===== src/rtl/evt_spike_emitter_if.sv =====
// Spike event output stream: the emitter drives valid/addr and the consumer drives ready.
interface evt_spike_emitter_if #(
    parameter int unsigned ADDR_WIDTH = 6
) ();
    logic                  valid;
    logic                  ready;
    logic [ADDR_WIDTH-1:0] addr;

    modport master (output valid, output addr, input ready);
    modport slave  (input valid, input addr, output ready);
endinterface


===== src/rtl/evt_spike_emitter.sv =====
// Leaky threshold evaluator for one neuron per sequencer read.
// Emits spike events on a stream and grants the sequencer to advance.
module evt_spike_emitter #(
    parameter int unsigned ADDR_WIDTH  = 6,
    parameter int unsigned STATE_WIDTH = 8,
    parameter int unsigned CNT_WIDTH   = 16
) (
    input  logic                   clk_i,
    input  logic                   rst_ni,
    input  logic                   clear_i,
    input  logic [STATE_WIDTH-1:0] cfg_threshold_i,
    input  logic [STATE_WIDTH-1:0] cfg_leak_i,
    input  logic [STATE_WIDTH-1:0] cfg_reset_val_i,
    input  logic                   mem_re_i,
    input  logic [ADDR_WIDTH-1:0]  mem_raddr_i,
    input  logic [STATE_WIDTH-1:0] mem_rdata_i,
    input  logic                   seq_done_i,
    input  logic                   seq_ready_i,
    output logic [STATE_WIDTH-1:0] mem_wdata_o,
    output logic                   spike_grant_o,
    evt_spike_emitter_if.master    spike,
    output logic [CNT_WIDTH-1:0]   spike_cnt_o,
    output logic                   busy_o
);

    typedef enum logic [2:0] {
        StIdle,
        StFetch,
        StEval,
        StEmit,
        StGrant,
        StWrite
    } state_e;

    state_e                 state_q, state_d;
    logic [ADDR_WIDTH-1:0]  addr_q, addr_d;
    logic [STATE_WIDTH-1:0] wdata_q, wdata_d;
    logic                   fire_q, fire_d;
    logic [CNT_WIDTH-1:0]   cnt_q, cnt_d;
    logic                   grant_q;
    logic [STATE_WIDTH-1:0] leaked;
    logic                   grant;
    logic                   valid;

    always_comb begin
        state_d = state_q;
        addr_d  = addr_q;
        wdata_d = wdata_q;
        fire_d  = fire_q;
        cnt_d   = cnt_q;
        grant   = 1'b0;
        valid   = 1'b0;
        // Leak saturates at zero rather than wrapping.
        leaked  = (mem_rdata_i > cfg_leak_i) ? mem_rdata_i - cfg_leak_i : '0;

        unique case (state_q)
            StIdle: begin
                if (mem_re_i && !seq_done_i) begin
                    addr_d  = mem_raddr_i;
                    state_d = StFetch;
                end else if (seq_ready_i && !grant_q) begin
                    grant = 1'b1;
                end
            end
            StFetch: begin
                fire_d  = (leaked >= cfg_threshold_i);
                wdata_d = fire_d ? cfg_reset_val_i : leaked;
                state_d = StEval;
            end
            StEval: state_d = fire_q ? StEmit : StGrant;
            StEmit: begin
                valid = 1'b1;
                if (spike.ready) begin
                    if (cnt_q != '1) cnt_d = cnt_q + 1'b1;
                    state_d = StGrant;
                end
            end
            StGrant: begin
                grant   = 1'b1;
                state_d = StWrite;
            end
            StWrite: state_d = StIdle;
            default: state_d = StIdle;
        endcase

        // Abort overrides everything, including an in-flight spike.
        if (clear_i) begin
            state_d = StIdle;
            cnt_d   = '0;
            valid   = 1'b0;
            grant   = 1'b0;
        end
    end

    always_ff @(posedge clk_i or negedge rst_ni) begin
        if (!rst_ni) begin
            state_q <= StIdle;
            addr_q  <= '0;
            wdata_q <= '0;
            fire_q  <= 1'b0;
            cnt_q   <= '0;
            grant_q <= 1'b0;
        end else begin
            state_q <= state_d;
            addr_q  <= addr_d;
            wdata_q <= wdata_d;
            fire_q  <= fire_d;
            cnt_q   <= cnt_d;
            grant_q <= grant;
        end
    end

    assign spike.valid   = valid;
    assign spike.addr    = addr_q;
    assign spike_grant_o = grant;
    assign mem_wdata_o   = wdata_q;
    assign spike_cnt_o   = cnt_q;
    assign busy_o        = (state_q != StIdle);

endmodule


===== src/flat_wrapper.sv =====
// flat-port wrapper written by rule: the top's interface ports become plain ports
module evt_spike_emitter_flat 
#(
    parameter int unsigned ADDR_WIDTH  = 6,
    parameter int unsigned STATE_WIDTH = 8,
    parameter int unsigned CNT_WIDTH   = 16
)
  (clk_i, rst_ni, clear_i, cfg_threshold_i, cfg_leak_i, cfg_reset_val_i, mem_re_i, mem_raddr_i, mem_rdata_i, seq_done_i, seq_ready_i, mem_wdata_o, spike_grant_o, spike_cnt_o, busy_o, spike_valid, spike_addr, spike_ready);
  evt_spike_emitter_if #(.ADDR_WIDTH(ADDR_WIDTH)) spike_i ();
  input  logic clk_i;
  input  logic rst_ni;
  input  logic clear_i;
  input  logic [STATE_WIDTH-1:0] cfg_threshold_i;
  input  logic [STATE_WIDTH-1:0] cfg_leak_i;
  input  logic [STATE_WIDTH-1:0] cfg_reset_val_i;
  input  logic mem_re_i;
  input  logic [ADDR_WIDTH-1:0] mem_raddr_i;
  input  logic [STATE_WIDTH-1:0] mem_rdata_i;
  input  logic seq_done_i;
  input  logic seq_ready_i;
  output logic [STATE_WIDTH-1:0] mem_wdata_o;
  output logic spike_grant_o;
  output logic [CNT_WIDTH-1:0] spike_cnt_o;
  output logic busy_o;
  output wire logic [$bits(spike_i.valid)-1:0] spike_valid;
  output wire logic [$bits(spike_i.addr)-1:0] spike_addr;
  input wire logic [$bits(spike_i.ready)-1:0] spike_ready;
  assign spike_valid = spike_i.valid;
  assign spike_addr = spike_i.addr;
  assign spike_i.ready = spike_ready;
  evt_spike_emitter #(.ADDR_WIDTH(ADDR_WIDTH), .STATE_WIDTH(STATE_WIDTH), .CNT_WIDTH(CNT_WIDTH)) u_core (.clk_i(clk_i), .rst_ni(rst_ni), .clear_i(clear_i), .cfg_threshold_i(cfg_threshold_i), .cfg_leak_i(cfg_leak_i), .cfg_reset_val_i(cfg_reset_val_i), .mem_re_i(mem_re_i), .mem_raddr_i(mem_raddr_i), .mem_rdata_i(mem_rdata_i), .seq_done_i(seq_done_i), .seq_ready_i(seq_ready_i), .mem_wdata_o(mem_wdata_o), .spike_grant_o(spike_grant_o), .spike(spike_i), .spike_cnt_o(spike_cnt_o), .busy_o(busy_o));
endmodule

===== config.mk =====
export PLATFORM = sky130hd
export DESIGN_NAME = evt_spike_emitter_flat
export DESIGN_NICKNAME = d
export VERILOG_FILES = /design/src/rtl/evt_spike_emitter_if.sv /design/src/rtl/evt_spike_emitter.sv /design/src/flat_wrapper.sv
export SDC_FILE = /design/constraint.sdc
export NUM_CORES = 1
export LEC_CHECK = 0
export ABC_AREA = 1
export ABC_CLOCK_PERIOD_IN_PS = 4100
export BUFFER_PORTS_ARGS = -buffer_cell sky130_fd_sc_hd__buf_2
export CORE_MARGIN = 2
export CORE_UTILIZATION = 40
export CTS_CLUSTER_DIAMETER = 120
export DETAILED_ROUTE_END_ITERATION = 10
export PLACE_DENSITY_LB_ADDON = 0.3
export SYNTH_ARGS = -nofsm -noshare
export SYNTH_HDL_FRONTEND = slang
export SYNTH_SLANG_ARGS = --single-unit

===== constraint.sdc =====
create_clock -name clk_i -period 4.1 [get_ports clk_i]
set_input_delay 0.615 -clock clk_i [delete_from_list [all_inputs] [get_ports clk_i]]
set_output_delay 0.615 -clock clk_i [all_outputs]
set_load 0.1 [all_outputs]

Yosys cells after proc, flatten, opt, wreduce, memory -nomap -nowiden
Cells that the tools add are included.
{ "totals": {"register_bits": 35, "input_bits": 45, "output_inout_bits": 33, "word_cells": 46} }
{ "op_classes": {"addsub": 2, "n_lt_le_gt_ge": 2, "eq_ne": 7, "muxes": 17, "reduce_logical": 12} }
{ "ops": {"columns": ["op", "count"], "rows": [
  ["two-way mux 16 bit", 4],
  ["adder 16 x 1 -> 16 bit, second input constant", 1],
  ["two-way mux 8 bit", 2],
  ["inequality test 16 bit, second input constant", 1],
  ["one-hot mux 3 bit (5 select lines)", 1],
  ["two-way mux 3 bit", 4],
  [">= comparator 8 bit", 1],
  ["> comparator 8 bit", 1],
  ["subtractor 8 bit", 1],
  ["equality test 3 x 2 -> 1 bit, second input constant", 2],
  ["nonzero test 2 bit", 3],
  ["two-way mux 1 bit", 5],
  ["AND reduction 2 bit", 2],
  ["equality test 3 x 1 -> 1 bit, second input constant", 1],
  ["equality test 3 bit, second input constant", 1],
  ["logical NOT 3 bit", 1],
  ["inequality test 3 x 2 -> 1 bit, second input constant", 1],
  ["inequality test 3 bit, second input constant", 1],
  ["AND reduction 3 bit", 1],
  ["nonzero test 3 bit", 1],
  ["logical AND 1 bit", 2],
  ["logical NOT 1 bit", 2],
  ["one-hot mux 1 bit (2 select lines)", 1]
]} }

Logic depth before layout (Yosys ltp)
Gate-level depths: netlist of run 1.
{ "logic_depth": {"depth_word": 6, "ltp_mapped": 23, "mapped_depth_nobuf": 23} }

Least setup slack after synthesis of run 1
Ideal clock, no wire load.
{ "synth_timing": {"path_kind": "input -> output", "start": "in clear_i", "end": "out spike_grant_o", "arrival_time_ns": 2.931, "t_required_ns": 3.485, "slack_ns": 0.554, "stages": 2, "n_path_buf": 1, "path_cell_list": "clkbuf_1 nor3_1"} }
{ "synth_between": {"elab_chain_len": 1} }
{ "synth_rtl": {"columns": ["element", "line_no", "rtl"], "rows": [
  ["start, declared", "flat_wrapper.sv:12", "input logic clear_i;"],
  ["two-way mux 1 bit", "evt_spike_emitter.sv:87", "if (clear_i) begin"],
  ["end, declared", "flat_wrapper.sv:22", "output logic spike_grant_o;"]
]} }
No other way between the ends.

Worst setup path in the final report of run 1
{ "layout_timing": {"start": "in cfg_leak_i[0]", "end": "reg u_core.wdata_q[0] (netlist: u_core.mem_wdata_o[0])"} }
{ "layout_between": {"elab_chain_len": 4, "elab_cells_between_ends": 5, "classes_between": "1 x add/sub; 2 x order compare; 2 x mux"} }
{ "layout_rtl": {"columns": ["element", "line_no", "rtl"], "rows": [
  ["start, declared", "flat_wrapper.sv:14", "input logic [STATE_WIDTH-1:0] cfg_leak_i;"],
  ["subtractor 8 bit or > comparator 8 bit (tied branches)", "evt_spike_emitter.sv:54", "leaked = (mem_rdata_i > cfg_leak_i) ? mem_rdata_i - cfg_leak_i : '0;"],
  ["two-way mux 8 bit *", "evt_spike_emitter.sv:54", null],
  [">= comparator 8 bit", "evt_spike_emitter.sv:66", "fire_d = (leaked >= cfg_threshold_i);"],
  ["two-way mux 8 bit *", "evt_spike_emitter.sv:67", "wdata_d = fire_d ? cfg_reset_val_i : leaked;"],
  ["end signal, assigned", "evt_spike_emitter.sv:106", "wdata_q <= wdata_d;"],
  ["end, declared", "evt_spike_emitter.sv:37", "logic [STATE_WIDTH-1:0] wdata_q, wdata_d;"]
]} }
Mark *: on every way between the ends. The rest lies on a longest branch, timed or not.
A chain may end at the register's enable or synchronous reset.

==> metrics.txt, run 1 <==
post-CTS sizing 0; WS Path Type in2reg; global-route wire length before repair roughly 11000 um; initial drt markers approximately 150; Internal Power between 0.0007 and 0.0008 W; vias in the first global route ~2400; Final Routed Wirelength roughly 6300 um; Hold Buf Count CTS 0; final setup TNS 0 ns; Setup WS pre-CTS 0.663 ns; P_leak between 1.5 and 2 nW; switching pwr ~0.0011 W; Final period util 0.769; ratio of cells with drive above 1 in the final layout 0.242; peak supply drop 0.000552 V; initial core utilization 0.420; largest area contributor in the netlist dfrtp_1; grt ovf 0; post-route setup slack roughly 0.95 ns; syn_area_per_cell slightly below 7 sq um; routed length per instance 11.5 um; CP bufs+invs 3; Post-DP HPWL 4890 um; row count 29; RSZ-0062 raised after global routing no; post-synthesis cell type count 32; drt drc 0; Worst R2R Path Depth 5; Net Sw Frac 0.585; Nets between 500 and 600; Synth Net Count between 400 and 500; DR vias/cell ~4.7; R2R Path Start u_core.state_q[2]; worst stage delay on the critical path about 0.41 ns; worst hold margin between 0.3 and 0.4 ns; synthesis-stage register bit count 35; Fin. Hold Viols 0; CTS root buf clkbuf_8; die area 0.00741 sq mm; port bufs 77; startpoint types input port; register share of total power 0.270; Yosys Warn Count 0; pin count of the biggest net entering global routing 36; antenna violations before repair 0; Layout area overhead 19.5%; Post-DP Area 0.00313 sq mm; status finished clean; TritonCTS clock tree done; worst hold path class in2async; Slew Viols, Final 0; worst reg-to-reg setup slack about 2.0 ns; power density over the cells around 590 mW/mm^2; Clock Power Share 0.137; Tmin final about 3.2 ns; worst-path cell chain buf_2 > ha_1 > fa_1 > inv_1 > nand2_1 > nand2_1 > nand3_1 > nand2_1 > nand2_1 > a21oi_1 > ha_1 > nand2_1 > a21oi_1 > nand2b_1 > inv_1 > nand2_1 > nor2_2 > nand2_1 > nand3_1; TritonRoute pass-1 iters 4; Die Y 86.1 um; Core Area between 0.006 and 0.007 sq mm; mapped cell area around 0.0027 sq mm; insertion delay to the later sink of the worst-skew pair slightly below 0.3 ns; share of the synthesized area in the top cell type 0.325; CP arrival approximately 3.4 ns; max_cap viols 0; synth top area cells dfrtp_1 32%, nand2_1 18%, inv_1 8.2%; Critical path origin cfg_leak_i[0]; die width approximately 86 um; final setup vio count 0; H-tree levels 2; Reg2Reg Capture Point u_core.mem_wdata_o[0]; CP Depth 19; Pwr Total ~0.0019 W; Logic pwr share 0.593; gp weighted congestion between 0.8 and 0.9; total setup buffers inserted after CTS 0; Critical Path RT roughly 4.3 ns; Seq/Total Area, Yosys 0.325; Fmax around 0.32 GHz; total track usage 0.177; CTS Buf Count 5; worst slew pin tran 0.773 ns; cells after synthesis ~390; Slew HR 0.485; CP top delay family simple AND/OR/NAND/NOR gates; most frequent CP cell nand2_1; CTS Sinks 35; Routed Antenna Nets 0; clk buf depth 2; Layout Skew 0.00491 ns; io pins roughly 80; CP endpoint u_core.mem_wdata_o[0]; Critical Path End Type flop; CP max stage cell fa_1; Vias between 2000 and 3000; ANT cells 0; design area roughly 0.0032 sq mm; Critical Path Fanout Max 9; Clk pin slew, worst setup/hold paths 0.07 ns
cells in the mapped netlist:
cell type and number:
nor2_1 47, or2_2 3, o21ai_0 6, nor3_2 1, clkinv_1 1, nor2_2 2
nand2_2 9, inv_2 2, nor3_4 1, dfrtp_1 35, nand3_2 2, buf_6 2
mux2_2 6, o21ai_2 1, clkbuf_8 1, nor2_4 2, a21oi_1 9, nand3_1 30
nand3b_1 2, inv_1 59, clkbuf_1 2, nand4_1 6, o21ai_1 1, nand2_1 127
nor3_1 2, o21bai_1 2, xor2_1 10, nand2b_1 1, fa_1 1, a31oi_1 1
ha_1 17, nand3_4 1
logic make-up (layout without fill, tap and decap cells):
group           after synthesis  in the layout  share of synthesized area
compound gates               20             20                     0.0408
xor+xnor                     10             10                     0.0325
fa+ha+maj                    18             18                     0.0863
buf+inv                      67            146                      0.103
flops                        35             35                      0.325
mux                           6              6                     0.0251
simple gates                236            236                      0.388
power groups by stage:
stage	combinational (W)	sequential, W	clock, W
6_report	0.00112	0.000508	0.000258
5_1_grt	0.00119	0.000518	0.000277
4_1_cts	0.00112	0.000506	0.000265
3_5_place_dp	0.00112	0.000510	0
3_3_place_gp	0.00111	0.000507	0
2_1_floorplan	0.000388	0.00105	0
flip-flops by register name, indices dropped and copies added (netlist names):
name and cells:
u_core.spike_cnt_o 16, u_core.mem_wdata_o 8, u_core.grant_q 1, u_core.state_q 3, u_core.spike.addr 6, u_core.fire_q 1
per-layer routing:
layer / share of wire / vias to the layer above / global-route usage
met5: 0 / - / 0
met4: 0.019 / 0 / 0.0620
met3: 0.051 / 11 / 0.0375
met2: 0.45 / 58 / 0.269
met1: 0.48 / 1141 / 0.247
li1: - / 1373 / -
worst min-delay path by stage:
stage                                  end  depth (start not counted)
global placement     u_core.mem_wdata_o[3]                          2
global route                 u_core.fire_q                          1
finish              u_core.spike_cnt_o[10]                          1
CTS                 u_core.spike_cnt_o[10]                          1
detailed placement   u_core.mem_wdata_o[1]                          2
floorplan                    u_core.fire_q                          0
layout make-up:
type | count | area [sq um]
Multi-Input combinational cell | 290 | 1540
Sequential cell | 35 | 876
Inverter | 62 | 233
Fill cell | 647 | 3200
Clock buffer | 6 | 82.6
Clock inverter | 1 | 5.00
Tap cell | 77 | 96.3
Timing Repair Buffer | 77 | 385
stage by stage:
| step | cells | utilization |
|---|---|---|
| after global routing | 548 | 0.502 |
| after global placement | 541 | 0.488 |
| final | 548 | 0.502 |
| after detailed placement | 541 | 0.488 |
| after CTS | 548 | 0.502 |
| after floorplan | 392 | - |
layout by cell type, fill, tap and decap left out, types with 3 or more instances in the layout:
master    netlist  routed
nand2_2         9       9
xor2_1         10      10
clkbuf_8        1       6
mux2_2          6       6
nand4_1         6       6
inv_1          59      59
a21oi_1         9       9
ha_1           17      17
nor2_1         47      47
dfrtp_1        35      35
nand3_1        30      30
or2_2           3       3
nand2_1       127     127
buf_2           0      77
o21ai_0         6       6
worst reg2reg max path: stages, from the launching register on:
cell and delay [ns]:
dfrtp_1 0.43, nor3_2 0.62, clkinv_1 0.48, nor2_2 0.38
nand2_1 0.10, nand3_1 0.08
Power figures use the tool's default switching activity.
==> run 2, diff against run 1 <==
- ABC_AREA: 1 -> 0
- ABC_CLOCK_PERIOD_IN_PS: 4100 -> 2700
- clock period: 4.1 -> 2.7 ns (I/O delays scaled with it)
==> run 2 against run 1 <==
Against the previous run:
- the run now ends with setup timing left
- count of clock-buffer cells in the layout fell by 1
- sequential share of layout area decreased by 3.3 points
- via count fell by 5.7%
- worst setup slack worse by 1.2 ns
- flip-flop and latch count did not move
- core utilization grew 12 points
- non-clock buffer count is 41 higher
- combinational power grew 23%
- power rose by 36%
- critical path type unchanged
==> metrics.txt, run 2 <==
number of synthesized flops with an enable pin 0; initial core utilization 0.413; ys flop type dfrtp_1; Final Routed Wirelength approximately 6500 um; DR vias/cell between 5 and 6; Fmax around 0.34 GHz; commonest cells after routing, fill and taps aside 72 x buf_2, 39 x buf_4, 35 x dfrtp_1, 29 x nor2_1, 18 x inv_1; WS Path Type in2reg; gp weighted congestion ~0.84; worst stage delay on the critical path between 0.5 and 0.6 ns; Routed Antenna Nets 0; Vias 2435; Clk pin slew, worst setup/hold paths roughly 0.080 ns; Core Area about 0.006 sq mm; vias in the first global route approximately 2200; worst reg-to-reg setup slack 0.63 ns; worst-path cell chain buf_6 > ha_4 > nand2b_4 > buf_4 > a21oi_1 > or4b_1 > a31oi_4 > ha_1 > and3_4 > a221oi_4 > o21ai_2 > and3_4 > a221o_1; FF+latch area ~880 sq um; routed length per instance 14.1 um; Critical Path End Type flop; most frequent CP cell and3_4; largest area contributor in the netlist dfrtp_1; syn_area_per_cell 9.03 sq um; Die Y 82.2 um; max_cap viols 0; register share of total power 0.272; final setup vio count 9; port bufs 77; Critical Path Fanout Max 5; peak supply drop 0.000530 V; Synth Net Count about 330; CP bufs+invs 2; initial drt markers 140; Critical Path RT roughly 2.9 ns; worst slew pin tran between 0.7 and 0.8 ns; TritonCTS clock tree done; cell with the most instances after synthesis dfrtp_1; post-synthesis cell type count 51; post-route setup slack -0.241 ns; drt drc 0; Final period util 1.09; antenna violations before repair 0; ratio of cells with drive above 1 in the final layout 0.463; ANT cells 0; die area ~0.0068 sq mm; die width slightly above 80 um; Yosys Warn Count 0; share of the synthesized area in the top cell type 0.358; clk buf depth 2; Fill cells around 500; commonest non-fill, non-tap cell in the layout buf_2; dpl cells 446; CTS root buf clkbuf_8; Final Util 0.619; CP top delay family compound AO/OA/AOI/OAI gates; power density over the cells about 700 mW/mm^2; insertion delay to the later sink of the worst-skew pair 0.29 ns; Internal Power ~0.0013 W; H-tree levels 2; status finished with violations; pin count of the biggest net entering global routing 36; switching pwr 0.00127 W; mapped cell area between 0.002 and 0.0025 sq mm; Post-DP HPWL 4650 um; Fin. Hold Viols 0; synthesis-stage register bit count 35; total track usage 0.194; Seq/Total Area, Yosys 0.358; CTS Buf Count 5; area occupied by multi-input gates 0.00175 sq mm; P_leak approximately 1.8 nW; grt ovf 0; Net Sw Frac 0.498; Async SR Flop Fraction 1.00; fin cells approximately 460; synth top area cells dfrtp_1 36%, ha_1 8.7%, nor2_1 4.8%; max FFs per register 16; Nets around 450; io pins 78; Slew HR 0.480; Layout Skew between 0.005 and 0.006 ns; Slew Viols, Final 0; CTS Sinks 35; TritonRoute pass-1 iters 4; Logic pwr share 0.540; startpoint types input port; cells after synthesis 271; Clock Power Share 0.188; RSZ-0062 raised after global routing yes; CP arrival between 3 and 4 ns; Tmin final just under 3 ns; row count 28; CP max stage cell or4b_1; Layout area overhead 49.8%; violated checks setup timing; global-route wire length before repair between 10000 and 15000 um; worst hold path class in2async; most frequent cells after synthesis 35 x dfrtp_1, 31 x nor2_1, 22 x inv_1; worst hold margin around 0.18 ns
==> run 2: metal layers <==
metal  vias to the layer above  part of all wire  GRT usage  wire [um]
met5                         -                 0          0          0
met4                         0             0.016     0.0667        106
met3                        11             0.045     0.0391        295
met2                        70              0.49      0.312       3210
met1                      1149              0.44      0.260       2880
li1                       1205                 -          -          -
==> run 2: final timing paths <==
kind	endpoint	cells after the start	startpoint
worst max-delay path	u_core.mem_wdata_o[4]	13	mem_rdata_i[1]
worst min-delay path	u_core.state_q[0]	1	rst_ni
worst max register to register	u_core.spike_cnt_o[13]	5	u_core.state_q[0]
worst min register to register	u_core.spike.addr[3]	1	u_core.spike.addr[3]
max in group asynchronous	u_core.spike.addr[2]	1	rst_ni
min in group clk_i	u_core.spike.addr[3]	2	mem_raddr_i[3]
==> run 2: worst reg2reg max path, cell delays in order, from the launching register on <==
cell	delay (ns)
dfrtp_1	0.57
and4b_1	0.38
o211ai_1	0.11
nor4_1	0.40
o21a_1	0.22
mux2_4	0.29
==> run 2: what timing repair did <==
item	4_1_cts	5_1_grt
resized for setup	32	18
hold buffers	0	0
cloned	1	0
buffers inserted	6	1
endpoints found under the setup margin	9	9
pin swaps	22	5
==> run 2: area by class of cell <==
| class | instances | area share |
|---|---|---|
| clock buffer | 5 | 0.0188 |
| clock inverter | 3 | 0.0119 |
| inverter | 22 | 0.0266 |
| multi-input combinational | 204 | 0.477 |
| sequential | 35 | 0.239 |
| tap | 75 | 0.0256 |
| timing repair buffer | 118 | 0.202 |
==> run 2: power groups by stage <==
stage                     logic [W]  registers (W)  clock network (W)
after floorplan            0.000352        0.00131                  0
after global placement      0.00124       0.000703                  0
after detailed placement    0.00126       0.000703                  0
after CTS                   0.00134       0.000696           0.000491
after global routing        0.00145       0.000709           0.000522
final                       0.00138       0.000695           0.000480
==> run 2: per-stage QoR <==
step           setup WS [ns]  area [sq um]  setup TNS, ns  power, W
2_1_floorplan         -0.348          2540          -2.67   0.00167
5_1_grt               -0.314          3670          -2.22   0.00268
3_3_place_gp          -0.684          3220          -5.78   0.00195
4_1_cts               -0.221          3570          -1.30   0.00253
3_5_place_dp          -0.782          3220          -6.65   0.00196
6_report              -0.241          3670          -1.42   0.00256
==> run 2: cells by family (layout without fill, tap and decap cells) <==
family,after synthesis,in the layout,synth area share
XOR/XNOR,13,13,0.0465
adder cells (fa/ha/maj),18,18,0.0951
multiplexers,10,10,0.0460
AND/OR/NAND/NOR,105,105,0.231
buffers and inverters,33,148,0.0552
AO/OA/AOI/OAI,57,58,0.169
flip-flops,35,35,0.358
